File: config.mk
export PLATFORM = sky130hd
export DESIGN_NAME = inst_queue_flat
export DESIGN_NICKNAME = d
export VERILOG_FILES = /design/src/rtl/inst_queue_if.sv /design/src/rtl/inst_queue.sv /design/src/flat_wrapper.sv
export SDC_FILE = /design/constraint.sdc
export NUM_CORES = 1
export LEC_CHECK = 0
export CAP_MARGIN = 20
export CORE_MARGIN = 1
export CORE_UTILIZATION = 41
export DETAILED_ROUTE_END_ITERATION = 8
export SETUP_SLACK_MARGIN = 0.4
export SLEW_MARGIN = 20
export SYNTH_ARGS = -nofsm -noshare
export SYNTH_HDL_FRONTEND = slang
export SYNTH_SLANG_ARGS = --single-unit
File: constraint.sdc
create_clock -name clk_in -period 7.6 [get_ports clk_in]
set_input_delay 1.9 -clock clk_in [delete_from_list [all_inputs] [get_ports clk_in]]
set_output_delay 1.9 -clock clk_in [all_outputs]
set_load 0.01 [all_outputs]
File: src/rtl/inst_queue_if.sv
// Fetch/decode bus of the instruction queue: the IF push side and the decoder pull side.
interface inst_queue_if #(
    parameter int IDW = 32,
    parameter int AW  = 32
);
    logic           if_instqueue_en_in;
    logic [IDW-1:0] if_instqueue_inst_in;
    logic [AW-1:0]  if_instqueue_pc_in;
    logic           instqueue_if_full_out;
    logic           decoder_instqueue_ready_in;
    logic           instqueue_decoder_valid_out;
    logic [IDW-1:0] instqueue_decoder_inst_out;
    logic [AW-1:0]  instqueue_decoder_pc_out;

    // Environment side: fetch pushes, decoder accepts.
    modport master (
        output if_instqueue_en_in, if_instqueue_inst_in, if_instqueue_pc_in,
        output decoder_instqueue_ready_in,
        input  instqueue_if_full_out,
        input  instqueue_decoder_valid_out, instqueue_decoder_inst_out, instqueue_decoder_pc_out
    );

    // Queue side.
    modport slave (
        input  if_instqueue_en_in, if_instqueue_inst_in, if_instqueue_pc_in,
        input  decoder_instqueue_ready_in,
        output instqueue_if_full_out,
        output instqueue_decoder_valid_out, instqueue_decoder_inst_out, instqueue_decoder_pc_out
    );
endinterface

File: src/rtl/inst_queue.sv
// Instruction FIFO between fetch and decode: circular storage of {inst, pc}
// feeding a registered output stage, with flush and global freeze.
module inst_queue #(
    parameter int             DEPTH_LOG2 = 4,
    parameter int             IDW        = 32,
    parameter int             AW         = 32,
    parameter logic [IDW-1:0] NOP_INST   = 32'h00000013
) (
    input  logic         clk_in,
    input  logic         rst_in,
    input  logic         rdy_in,
    input  logic         clear_in,
    inst_queue_if.slave  q
);
    localparam int                  DEPTH    = 1 << DEPTH_LOG2;
    localparam logic [DEPTH_LOG2:0] FULL_CNT = (DEPTH_LOG2 + 1)'(DEPTH);

    logic [IDW-1:0]        mem_inst [DEPTH];
    logic [AW-1:0]         mem_pc   [DEPTH];

    logic [DEPTH_LOG2-1:0] head_q, head_d;
    logic [DEPTH_LOG2-1:0] tail_q, tail_d;
    logic [DEPTH_LOG2:0]   count_q, count_d;
    logic                  valid_q, valid_d;
    logic [IDW-1:0]        inst_q, inst_d;
    logic [AW-1:0]         pc_q, pc_d;

    logic full;
    logic push;
    logic advance;
    logic pop;

    // Back-pressure is a pure decode of the registered count.
    assign full    = (count_q == FULL_CNT);
    assign push    = q.if_instqueue_en_in && !full;
    assign advance = !valid_q || q.decoder_instqueue_ready_in;
    assign pop     = advance && (count_q != '0);

    assign q.instqueue_if_full_out       = full;
    assign q.instqueue_decoder_valid_out = valid_q;
    assign q.instqueue_decoder_inst_out  = inst_q;
    assign q.instqueue_decoder_pc_out    = pc_q;

    // Next-state: freeze, then flush, then independent push and advance.
    always_comb begin
        head_d  = head_q;
        tail_d  = tail_q;
        count_d = count_q;
        valid_d = valid_q;
        inst_d  = inst_q;
        pc_d    = pc_q;
        if (rdy_in) begin
            if (clear_in) begin
                head_d  = '0;
                tail_d  = '0;
                count_d = '0;
                valid_d = 1'b0;
                inst_d  = NOP_INST;
                pc_d    = '0;
            end else begin
                if (push) begin
                    tail_d = tail_q + 1'b1;
                end
                if (advance) begin
                    if (pop) begin
                        valid_d = 1'b1;
                        inst_d  = mem_inst[head_q];
                        pc_d    = mem_pc[head_q];
                        head_d  = head_q + 1'b1;
                    end else begin
                        valid_d = 1'b0;
                        inst_d  = NOP_INST;
                        pc_d    = '0;
                    end
                end
                case ({push, pop})
                    2'b10:   count_d = count_q + 1'b1;
                    2'b01:   count_d = count_q - 1'b1;
                    default: count_d = count_q;
                endcase
            end
        end
    end

    // Control and output stage registers, cleared by the asynchronous reset.
    always_ff @(posedge clk_in or negedge rst_in) begin
        if (!rst_in) begin
            head_q  <= '0;
            tail_q  <= '0;
            count_q <= '0;
            valid_q <= 1'b0;
            inst_q  <= NOP_INST;
            pc_q    <= '0;
        end else begin
            head_q  <= head_d;
            tail_q  <= tail_d;
            count_q <= count_d;
            valid_q <= valid_d;
            inst_q  <= inst_d;
            pc_q    <= pc_d;
        end
    end

    // Storage array write; contents are don't-care until pushed, so no reset.
    always_ff @(posedge clk_in) begin
        if (rdy_in && !clear_in && push) begin
            mem_inst[tail_q] <= q.if_instqueue_inst_in;
            mem_pc[tail_q]   <= q.if_instqueue_pc_in;
        end
    end
endmodule
File: src/flat_wrapper.sv
// flat-port wrapper written by rule: the top's interface ports become plain ports
module inst_queue_flat 
#(
    parameter int             DEPTH_LOG2 = 4,
    parameter int             IDW        = 32,
    parameter int             AW         = 32,
    parameter logic [IDW-1:0] NOP_INST   = 32'h00000013
)
  (clk_in, rst_in, rdy_in, clear_in, q_if_instqueue_en_in, q_if_instqueue_inst_in, q_if_instqueue_pc_in, q_decoder_instqueue_ready_in, q_instqueue_if_full_out, q_instqueue_decoder_valid_out, q_instqueue_decoder_inst_out, q_instqueue_decoder_pc_out);
  inst_queue_if #(.IDW(IDW), .AW(AW)) q_i ();
  input  logic clk_in;
  input  logic rst_in;
  input  logic rdy_in;
  input  logic clear_in;
  input wire logic [$bits(q_i.if_instqueue_en_in)-1:0] q_if_instqueue_en_in;
  input wire logic [$bits(q_i.if_instqueue_inst_in)-1:0] q_if_instqueue_inst_in;
  input wire logic [$bits(q_i.if_instqueue_pc_in)-1:0] q_if_instqueue_pc_in;
  input wire logic [$bits(q_i.decoder_instqueue_ready_in)-1:0] q_decoder_instqueue_ready_in;
  output wire logic [$bits(q_i.instqueue_if_full_out)-1:0] q_instqueue_if_full_out;
  output wire logic [$bits(q_i.instqueue_decoder_valid_out)-1:0] q_instqueue_decoder_valid_out;
  output wire logic [$bits(q_i.instqueue_decoder_inst_out)-1:0] q_instqueue_decoder_inst_out;
  output wire logic [$bits(q_i.instqueue_decoder_pc_out)-1:0] q_instqueue_decoder_pc_out;
  assign q_i.if_instqueue_en_in = q_if_instqueue_en_in;
  assign q_i.if_instqueue_inst_in = q_if_instqueue_inst_in;
  assign q_i.if_instqueue_pc_in = q_if_instqueue_pc_in;
  assign q_i.decoder_instqueue_ready_in = q_decoder_instqueue_ready_in;
  assign q_instqueue_if_full_out = q_i.instqueue_if_full_out;
  assign q_instqueue_decoder_valid_out = q_i.instqueue_decoder_valid_out;
  assign q_instqueue_decoder_inst_out = q_i.instqueue_decoder_inst_out;
  assign q_instqueue_decoder_pc_out = q_i.instqueue_decoder_pc_out;
  inst_queue #(.DEPTH_LOG2(DEPTH_LOG2), .IDW(IDW), .AW(AW), .NOP_INST(NOP_INST)) u_core (.clk_in(clk_in), .rst_in(rst_in), .rdy_in(rdy_in), .clear_in(clear_in), .q(q_i));
endmodule
# After elaboration in Yosys (flattened, before gate mapping)
# Memories as Yosys holds them, arrays and structs flattened.
# Index checks and enable logic that the tools add are counted.
# word_totals
regBits	78
latch_bits	0
mem_bits_rw	1024
romBits	0
input_bits	70
output_inout_bits	66
word_cells	50
mem_count	2
# mem_list
name	words	width	rd	rd_ports_with_merged_regs	wr	line	text
u_core.mem_inst	16	32	1	0	1	inst_queue.sv:18	logic [IDW-1:0] mem_inst [DEPTH];
u_core.mem_pc	16	32	1	0	1	inst_queue.sv:19	logic [AW-1:0] mem_pc [DEPTH];
# op_classes
n_addsub	4
multipliers	0
n_div	0
n_lt_le_gt_ge	0
n_eq_ne	3
n_shift	0
n_mux	18
bitwise	0
reduce_logical	17
# ops
operator	n
$mux 32	6
$mux 4	5
$pmux 5 s2	1
$add 4x1->4 const B	2
$reduce_and 2->1	3
$reduce_bool 2->1	3
$add 5x1->5 const B	1
$eq 5x5->1 const B	1
$mux 1	5
$mux 5	1
$reduce_bool 5->1	1
$sub 5x1->5 const B	1
$logic_and 1x1->1	4
$logic_not 1->1	3
$reduce_and 3->1	1
$reduce_bool 3->1	1
$eq 2x1->1 const B	1
$eq 2x2->1 const B	1
$logic_or 1x1->1	1

# Depth between registers and ports, before layout
# Gate-level depths: netlist of run 1.
# logic_depth
word_depth	6
mapped_depth	11
depth_no_buf	9

# Worst setup path before layout of run 1
# No wires, ideal clock.
# synth_timing
path_kind	input-to-reg
from	input q_if_instqueue_en_in
to	memory u_core.mem_inst[3][0], enable pin
setup_time_ns	0.565
arrival_time_ns	7.287
t_required_ns	7.035
path_slack_ns	-0.251
stages	5
n_path_buf	1
path_cell_list	clkbuf_1 a21boi_1 and3b_1 nand2_1 nor3_1
# synth_between
elab_chain_cells	4
# synth_rtl
element	line	text
start: declaration	flat_wrapper.sv:15	input wire logic [$bits(q_i.if_instqueue_en_in)-1:0] q_if_instqueue_en_in;
$logic_and 1x1->1	inst_queue.sv:35	assign push = q.if_instqueue_en_in && !full;
$logic_and 1x1->1	inst_queue.sv:106	if (rdy_in && !clear_in && push) begin
$mux 1	inst_queue.sv:106	
$mux 1 (implied by the code)	inst_queue.sv:107	mem_inst[tail_q] <= q.if_instqueue_inst_in;
end: declaration	inst_queue.sv:18	
# Every way passes these cells.

# Worst setup path in the final report of run 1
# layout_timing
from	input q_if_instqueue_en_in
to	memory u_core.mem_inst[11][18], enable pin
# The elaborated chain is that of the path after synthesis.

==> flow_metrics.tcl, run 1 <==
set metrics [dict create \
    outcome "complete, no violations" \
    synth-simple-area-share_pct 0.7428 \
    die_w_um 321.2 \
    nNetsFinal 2103 \
    drv_slew 0 \
    gp_congestion 0.7409 \
    hold_path_depth 1 \
    cp_cell_sequence "clkdlybuf4s50_1 -> a21boi_1 -> and3b_1 -> nand2_1 -> nor2_4 -> buf_12" \
    clockBufferDepth 3 \
    ys_seq_elements 1102 \
    min_to "u_core.q.instqueue_decoder_pc_out[22]" \
    setup_viol 0 \
    multi_input_area_um2 8673 \
    drt-initial-drc-count 1557 \
    p_sw_mw 4.147 \
    clock_latency_ns 0.69 \
    cts_tree "done" \
    clockPowerShare_pct 33.5 \
    critPathCaptureType "flip-flop" \
    syn_avg_cell_area_um2 22.58 \
    cp_data_arrival_time_ns 5.06 \
    drc_errors 0 \
    pin_count 136 \
    cp_max_fo 39 \
    detail_route.wl_per_cell_um 25.83 \
    fill_cells 8006 \
    synth.distinct_cells 44 \
    p_leak_nw 14.99 \
    p_per_area_nw_per_um2 324.2 \
    synth_fa_ha_area_share_pct 0.2097 \
    cts_buffers 111 \
    drt_pre_antenna_iters 5 \
    grt_util_all_layers_pct 17.76 \
    r2r_start "u_core.head_q[0]" \
    worstHoldPathType "reg2reg" \
    routed_wl_um 89940 \
    postPlaceCellArea_um2 44850 \
    drv_cap 0 \
    ff_latch_area_um2 32720 \
    final_area_um2 48390 \
    period_share_pct 62.14 \
    grt_max_degree 106 \
    clock-root-buffer "clkbuf_16" \
    drive_gt1_share_pct 22.98 \
    grt_pass1_wl_um 135100 \
    synth_xor_area_share_pct 0.1048 \
    worstHoldStart "u_core.q.instqueue_decoder_pc_out[22]" \
    cts_setup_buffers 0 \
    switching_share_pct 26.44 \
    antenna_found_initial 3 \
    tns_ns 0 \
    rrSetupSlack_ns 4.09 \
    syn_to_final_growth_pct 15.85 \
    rsz0062_at_grt "no" \
    path_clk_slew_ns 0.06 \
    fin_skew_ns 0.03447 \
    synth_compound_area_share_pct 3.804 \
    synthFlopType "edfxtp_1" \
    synth_cells 1850 \
    combPwrFrac_pct 20.7 \
    cts_hold_buf 0 \
    core_um2 100600 \
    final_antenna_net_count 0 \
    cts_resized 0 \
    syn-num-nets 1927 \
    tightest_slew_ns 1.087 \
    yosysSeqAreaShare_pct 78.29 \
    r2r-end "u_core.q.instqueue_decoder_pc_out[8]" \
    final_hold_viol_count 0 \
    async_reset_ff_share_pct 7.078 \
    grt_pass1_vias 20490 \
    synth_top_family_by_area "multiplexers" \
    slowest_stage "nor2_4" \
    grt_overflow 0 \
    synth_edf_count 1024 \
    max_slew_margin_pct 27.38 \
    cp-start-kind "primary input" \
    die_area_um2 103200 \
    synthMuxAreaShare_pct 15.52 \
    p_seq_share_pct 45.8 \
    dp_hpwl_um 50620 \
    cts.sinks 1102 \
    num_vias 19080 \
    htree_levels 3 \
    intPower_mw 11.54 \
    max_stage_delay_ns 0.90 \
    crit_type "in2reg" \
    irDropWorstVdd_uv 205.2 \
    reg2regPathDepth 5 \
    initial_core_util_pct 41.53 \
    die_h_um 321.2 \
    fin_crit_ns 4.723 \
    portBuffers 135 \
    via_per_inst 5.480 \
    synth_area_um2 41770 \
    required_ns 7.93 \
    max_freq_mhz 211.7 \
    num_rows 116 \
    synth-warning-count 0 \
]
[layer usage]
layer / global-route usage, % / routed length (um) / vias to the layer above
met1: 24.12 / 38470 / 10220
li1: - / - / 8223
met5: 0 / 8 / -
met2: 29.98 / 45550 / 506
met4: 4.635 / 1908 / 2
met3: 2.739 / 4009 / 132
[registers in the layout, summed over array words and instances, names as in the netlist]
| signal | flops |
|---|---|
| u_core.q.instqueue_decoder_valid_out | 1 |
| u_core.head_q | 4 |
| u_core.mem_pc | 512 |
| u_core.mem_inst | 512 |
| u_core.count_q | 5 |
| u_core.q.instqueue_decoder_pc_out | 32 |
| u_core.q.instqueue_decoder_inst_out | 32 |
| u_core.tail_q | 4 |
[worst max-delay path by stage]
stage                                     from                      end  depth (start not counted)
after floorplan           q_if_instqueue_en_in   u_core.mem_inst[15][0]                          5
after CTS                 q_if_instqueue_en_in   u_core.mem_inst[8][17]                          6
after detailed placement  q_if_instqueue_en_in    u_core.mem_pc[14][13]                          6
final                     q_if_instqueue_en_in  u_core.mem_inst[11][18]                          6
after global placement    q_if_instqueue_en_in   u_core.mem_inst[8][11]                          6
after global routing      q_if_instqueue_en_in  u_core.mem_inst[11][18]                          6
[area by class of cell]
cell class	count	area share (%)
clock buffers	138	6.099
repair buffers	174	3.563
flip-flops and latches	1102	67.61
well taps	1357	3.508
multi-input cells	626	17.92
clock inverters	73	1.210
inverters	11	0.08532
diodes	1	0.005171
[metrics by stage]
stage                     cells  power [mW]  util, %  setup WS (ns)  hold WS [ns]
after floorplan            1850       9.486        -          1.466        0.5060
after global placement     3270       10.59    44.59          2.215        0.4894
after detailed placement   3270       10.64    44.59          2.187        0.4935
after CTS                  3481       15.90    48.11          2.906        0.5068
after global routing       3482       16.35    48.11          2.635        0.5254
final                      3482       15.69    48.11          2.877        0.5069
[cell usage after synthesis, types with 2 or more instances]
| cell type | instances | area, um2 |
|---|---|---|
| edfxtp_1 | 1024 | 30750 |
| mux4_2 | 259 | 5833 |
| dfrtp_1 | 75 | 1877 |
| o21ai_0 | 67 | 335.3 |
| mux2i_1 | 65 | 650.6 |
| a22oi_1 | 62 | 465.5 |
| a22o_1 | 61 | 534.3 |
| clkbuf_1 | 56 | 210.2 |
| buf_2 | 31 | 155.2 |
| nor2_1 | 21 | 78.83 |
| buf_1 | 16 | 60.06 |
| nand2_1 | 14 | 52.55 |
| a21oi_1 | 12 | 60.06 |
| inv_1 | 11 | 41.29 |
| buf_6 | 7 | 78.83 |
| ha_1 | 7 | 87.58 |
| nor3_1 | 7 | 35.03 |
| nor2b_1 | 6 | 37.54 |
| o22ai_1 | 6 | 37.54 |
| nand3_1 | 5 | 25.02 |
| a31oi_1 | 3 | 18.77 |
| and2_1 | 3 | 18.77 |
| dfstp_2 | 3 | 78.83 |
| xor2_1 | 3 | 26.28 |
| nand2b_1 | 2 | 12.51 |
| o211ai_1 | 2 | 15.01 |
| o21a_1 | 2 | 15.01 |
| o31a_1 | 2 | 17.52 |
| o31ai_1 | 2 | 15.01 |
| xnor2_1 | 2 | 17.52 |
[worst max-delay path, delay by kind of cell]
family                 cells  cell delay [ns]
AND/OR/NAND/NOR            3             1.51
AO/OA/AOI/OAI              1             0.53
buffers and inverters      2             1.05
[layout by cell type, fill, tap and decap left out, drive strengths merged, types with 3 or more instances in the layout]
cell type and n:
o22ai 6, nand2 14, clkbuf 138, o211ai 3, nor2b 6, o21ai 68, xor2 3, a22oi 62
clkdlybuf4s50 134, a21oi 12, and2 3, mux4 259, dfrtp 75, mux2i 65, nor2 21, dfstp 3
nor3 7, inv 16, nand3 5, a22o 61, edfxtp 1024, clkinv 60, a31oi 3, buf 40
bufinv 7, ha 7
[cell families (layout without fill, tap and decap cells)]
family,Yosys count,in the layout
xor gates and xnor gates,5,5
buffers and inverters,122,396
AOI/OAI and AO/OA,226,226
adders and majority gates,7,7
DFF,1102,1102
muxes,324,324
and+or+nand+nor,64,64
other,0,1
[power groups by stage]
stage / combinational, mW / sequential [mW] / clock [mW]
final: 3.24 / 7.18 / 5.26
after global routing: 3.51 / 7.23 / 5.61
after CTS: 3.33 / 7.20 / 5.38
after detailed placement: 3.32 / 7.32 / 0
after global placement: 3.28 / 7.31 / 0
after floorplan: 2.31 / 7.18 / 0
(Power assumes the default switching activity.)
==> run 2: changes to the inputs <==
Clock period 7.6 ns to 4.45 ns, I/O delays scaled along.
==> flow_metrics.tcl, run 2 (synthesis results as in run 1) <==
set metrics [dict create \
    clockBufferDepth 3 \
    drv_slew 0 \
    final_hold_viol_count 0 \
    clock_latency_ns 0.68 \
    die_w_um 321.2 \
    dp.cells 3297 \
    grt_pass1_vias 20570 \
    num_rows 116 \
    routed_wl_um 90620 \
    drt-initial-drc-count 1583 \
    fin_util_pct 48.84 \
    fin_skew_ns 0.02494 \
    cp-start-kind "flip-flop" \
    nNetsFinal 2130 \
    drt_pre_antenna_iters 5 \
    switching_share_pct 26.04 \
    rrSetupSlack_ns 1.59 \
    grt_pass1_wl_um 135900 \
    p_sw_mw 7.137 \
    final_common_cell "edfxtp_1" \
    grt_overflow 0 \
    max_freq_mhz 274.1 \
    combPwrFrac_pct 21.3 \
    die_area_um2 103200 \
    cts_hold_buf 0 \
    cts_tree "done" \
    cts.sinks 1102 \
    pin_count 136 \
    num_vias 19250 \
    reg2regPathDepth 6 \
    outcome "complete, no violations" \
    max_slew_margin_pct 31.87 \
    cts_buffers 111 \
    grt_util_all_layers_pct 17.82 \
    setup_viol 0 \
    finalPower_mw 27.41 \
    detail_route.wl_per_cell_um 25.81 \
    rsz0062_at_grt "no" \
    tightest_slew_ns 1.022 \
    core_um2 100600 \
    max_stage_delay_ns 0.62 \
    final_antenna_net_count 0 \
    intPower_mw 20.27 \
    top_regs "u_core.mem_inst x512, u_core.mem_pc x512" \
    crit_type "reg2out" \
    path_clk_slew_ns 0.06 \
    die_h_um 321.2 \
    cp_data_arrival_time_ns 2.54 \
    stdcell_count 3511 \
    antenna_found_initial 8 \
    critPathCaptureType "output pin" \
    grt_max_degree 81 \
    r2r_start "u_core.count_q[0]" \
    p_leak_nw 15.26 \
    syn_to_final_growth_pct 17.59 \
    drive_gt1_share_pct 24.06 \
    fin_crit_ns 3.649 \
    p_seq_share_pct 44.5 \
    drv_cap 0 \
    clockPowerShare_pct 34.3 \
    r2r-end "u_core.mem_inst[3][22]" \
    worstHoldPathType "in2async" \
    drc_errors 0 \
    htree_levels 3 \
    slowest_stage "nor4_2" \
    gp_congestion 0.7266 \
    tns_ns 0 \
    initial_core_util_pct 41.53 \
    setup.worst_path.start "u_core.count_q[1]" \
    portBuffers 135 \
    layout_common_cells "edfxtp_1, mux4_2, clkdlybuf4s50_1, clkbuf_16, dfrtp_1" \
    dp_hpwl_um 51360 \
    via_per_inst 5.483 \
    required_ns 3.34 \
    cp_max_fo 8 \
    cp_cell_sequence "nor4_2 -> nand2_1 -> inv_1 -> clkdlybuf4s50_1" \
    p_per_area_nw_per_um2 557.9 \
    clock-root-buffer "clkbuf_16" \
    period_share_pct 82.00 \
    irDropWorstVdd_uv 340.4 \
]
run 2: changes by cell type in the layout (fill, tap and decap cells not counted), moves of 2 or more:
cell        previous run  this run
clkinv_2              27        17
inv_6                  3         1
clkinv_1              30        15
clkinvlp_4             1         5
diode_2                1         5
clkinv_8               2         0
bufinv_16              7        12
buf_12                 6        33
buf_4                 32        34
buf_6                  2         0
clkbuf_1              22        35
clkbuf_8               3         6
clkbuf_16            113       116
run 2: routing by layer:
metal	vias to the layer above	wire length [um]	GRT usage (%)
li1	8263	-	-
met4	4	2001	5.143
met5	-	27	0
met1	10370	38500	23.88
met3	124	4294	3.205
met2	492	45800	29.88
run 2: power by group through the flow:
stage / clock (mW) / combinational, mW / sequential (mW)
finish: 9.39 / 5.83 / 12.2
global route: 10.0 / 6.27 / 12.2
CTS: 9.60 / 5.98 / 12.2
detailed placement: 0 / 5.96 / 12.4
global placement: 0 / 5.89 / 12.4
floorplan: 0 / 3.97 / 12.3
run 2: layout make-up:
| class | instances | area, um2 |
|---|---|---|
| clock buffer | 157 | 3117 |
| fill | 7990 | 51460 |
| tap | 1357 | 1698 |
| multi-input combinational | 626 | 8691 |
| antenna | 5 | 12.51 |
| inverter | 11 | 41.29 |
| sequential | 1102 | 32720 |
| clock inverter | 52 | 586.8 |
| timing repair buffer | 201 | 2257 |
run 2: through the flow:
step                      hold slack, ns  instance area [um2]  setup WS [ns]
after floorplan                   0.5060                41860         0.3982
after global placement            0.4870                45400         0.3909
after detailed placement          0.4924                45400         0.3438
after CTS                         0.3951                49100         0.4611
after global routing              0.4197                49110         0.6842
final                             0.4249                49120         0.8011
run 2: repair_timing:
action                     CTS  global route
resized for setup            0             1
buffers inserted             0             0
setup endpoints to repair    0             1
run 2: worst max-delay path by stage:
stage	to	slack [ns]
floorplan	u_core.mem_inst[11][0]	0.40
detailed placement	u_core.mem_inst[3][12]	0.34
global placement	u_core.mem_inst[3][12]	0.39
CTS	q_instqueue_if_full_out	0.46
global route	q_instqueue_if_full_out	0.68
finish	q_instqueue_if_full_out	0.80
run 2: critical path: cells and delay by family, from the launching register on:
| kind | cells | cell delay [ns] |
|---|---|---|
| flops | 1 | 0.48 |
| simple gates | 2 | 0.78 |
| buf+inv | 2 | 0.61 |
==> run 3: changes to the inputs <==
Clock period 4.45 ns to 3.58 ns, I/O delays scaled along.
==> flow_metrics.tcl, run 3 (synthesis results as in run 1) <==
set metrics [dict create \
    switching_share_pct 25.96 \
    clock_latency_ns 0.67 \
    cts_tree "done" \
    crit_type "reg2reg" \
    num_rows 116 \
    drv_cap 0 \
    setup_viol 0 \
    combPwrFrac_pct 22.1 \
    drv_slew 0 \
    tns_ns 0 \
    pin_count 136 \
    antenna_found_initial 3 \
    grt_pass1_wl_um 135300 \
    max_slew_margin_pct 40.63 \
    cts_hold_buf 0 \
    clockBufferDepth 3 \
    portBuffers 135 \
    fill_cells 7995 \
    irDropWorstVdd_uv 484.0 \
    drive_gt1_share_pct 25.16 \
    grt_overflow 0 \
    crit_buf_inv 1 \
    routed_wl_um 90320 \
    max_stage_delay_ns 0.72 \
    dp_hpwl_um 50920 \
    cp_max_fo 7 \
    max_freq_mhz 350.6 \
    p_per_area_nw_per_um2 692.3 \
    grt_max_degree 79 \
    clockPowerShare_pct 34.0 \
    initial_core_util_pct 41.53 \
    p_leak_nw 15.39 \
    final_area_um2 49270 \
    required_ns 4.12 \
    core_um2 100600 \
    period_share_pct 79.68 \
    cp_data_arrival_time_ns 3.39 \
    layout_common_cells "edfxtp_1, mux4_2, clkdlybuf4s50_1, clkbuf_16, dfrtp_1" \
    syn_to_final_growth_pct 17.94 \
    num_vias 19360 \
    top_regs "u_core.mem_inst x512, u_core.mem_pc x512" \
    nNetsFinal 2139 \
    rsz0062_at_grt "no" \
    crit_family "compound AO/OA/AOI/OAI gates" \
    detail_route.wl_per_cell_um 25.71 \
    die_area_um2 103200 \
    p_seq_share_pct 43.9 \
    final_antenna_net_count 0 \
    critPathCaptureType "flip-flop" \
    worstHoldPathType "in2async" \
    cts.sinks 1102 \
    fin_skew_ns 0.02127 \
    die_h_um 321.2 \
    final_common_cell "edfxtp_1" \
    drt-initial-drc-count 1585 \
    grt_util_all_layers_pct 17.73 \
    final_hold_viol_count 0 \
    drc_errors 0 \
    drt_pre_antenna_iters 7 \
    path_clk_slew_ns 0.06 \
    intPower_mw 25.25 \
    slowest_stage "o41ai_1" \
    outcome "complete, no violations" \
    cts_buffers 110 \
    p_sw_mw 8.853 \
    htree_levels 3 \
    cp_cell_sequence "buf_4 -> o41ai_1 -> o211ai_4 -> xnor2_1 -> ha_1 -> o31a_1 -> o211ai_1 -> o31ai_1 -> a22oi_1 -> o21ai_0" \
    die_w_um 321.2 \
    via_per_inst 5.510 \
    gp_congestion 0.7565 \
    tightest_slew_ns 0.8906 \
    postPlaceCellArea_um2 45550 \
    grt_pass1_vias 20540 \
    fin_crit_ns 2.853 \
    clock-root-buffer "clkbuf_16" \
    cp-start-kind "flip-flop" \
]
-- run 3: cell count changes in the layout (fill, tap and decap cells not counted), sizes merged --
cell           delta
clkbuf           -19
dlymetal6s2s      +1
bufinv            +2
inv               +3
clkdlybuf4s50     -1
clkinv           +10
diode             -3
buf              +10
clkinvlp          -1
-- run 3: power by group through the flow --
stage	sequential (mW)	clock [mW]	combinational, mW
after floorplan	15.2	0	4.95
after global placement	15.2	0	7.59
after detailed placement	15.3	0	7.64
after CTS	15.0	11.9	7.72
after global routing	15.0	12.4	8.13
final	15.0	11.6	7.53
-- run 3: layer usage --
layer  vias to the layer above  wire [um]  GRT usage, %
met2                       504      44430         28.94
met4                         4       1890         4.381
li1                       8295          -             -
met3                       129       4140         2.657
met1                     10430      39830         25.14
met5                         -         26             0
-- run 3: stage by stage --
stage,power [mW],std cells,utilization (%),hold slack (ns),worst slack [ns]
after floorplan,20.18,1850,-,0.5060,-0.1067
after global placement,22.82,3304,45.29,0.4849,0.3054
after detailed placement,22.89,3304,45.29,0.4916,0.2649
after CTS,34.58,3511,48.96,0.2654,0.4158
after global routing,35.52,3511,48.98,0.2907,0.5514
final,34.11,3513,48.98,0.2829,0.7274
-- run 3: layout make-up --
| class | instances | area [um2] | share of cell area, % |
|---|---|---|---|
| timing repair buffer | 211 | 2410 | 4.891 |
| clock buffer | 138 | 2960 | 6.009 |
| sequential | 1102 | 32720 | 66.42 |
| clock inverter | 66 | 706.9 | 1.435 |
| multi-input combinational | 626 | 8723 | 17.71 |
| tap | 1357 | 1698 | 3.446 |
| antenna | 2 | 5.005 | 0.01016 |
| inverter | 11 | 41.29 | 0.08381 |
-- run 3: what timing repair did --
action | in CTS | in global routing
endpoints found under the setup margin | 1 | 1
endpoints found under the hold margin | 0 | 0
gates resized for setup | 3 | 3
buffers inserted | 3 | 0
-- run 3: final timing paths --
kind / from / endpoint / slack [ns] / cells after the start
worst max-delay path: u_core.count_q[1] / u_core.count_q[4] / 0.73 / 10
worst min-delay path: rst_in / u_core.q.instqueue_decoder_valid_out / 0.28 / 2
worst max register to register: u_core.count_q[1] / u_core.count_q[4] / 0.73 / 10
worst min register to register: u_core.q.instqueue_decoder_pc_out[13] / u_core.q.instqueue_decoder_pc_out[13] / 0.50 / 1
max in group asynchronous: rst_in / u_core.q.instqueue_decoder_inst_out[21] / 2.89 / 2
min in group clk_in: u_core.q.instqueue_decoder_pc_out[13] / u_core.q.instqueue_decoder_pc_out[13] / 0.50 / 1
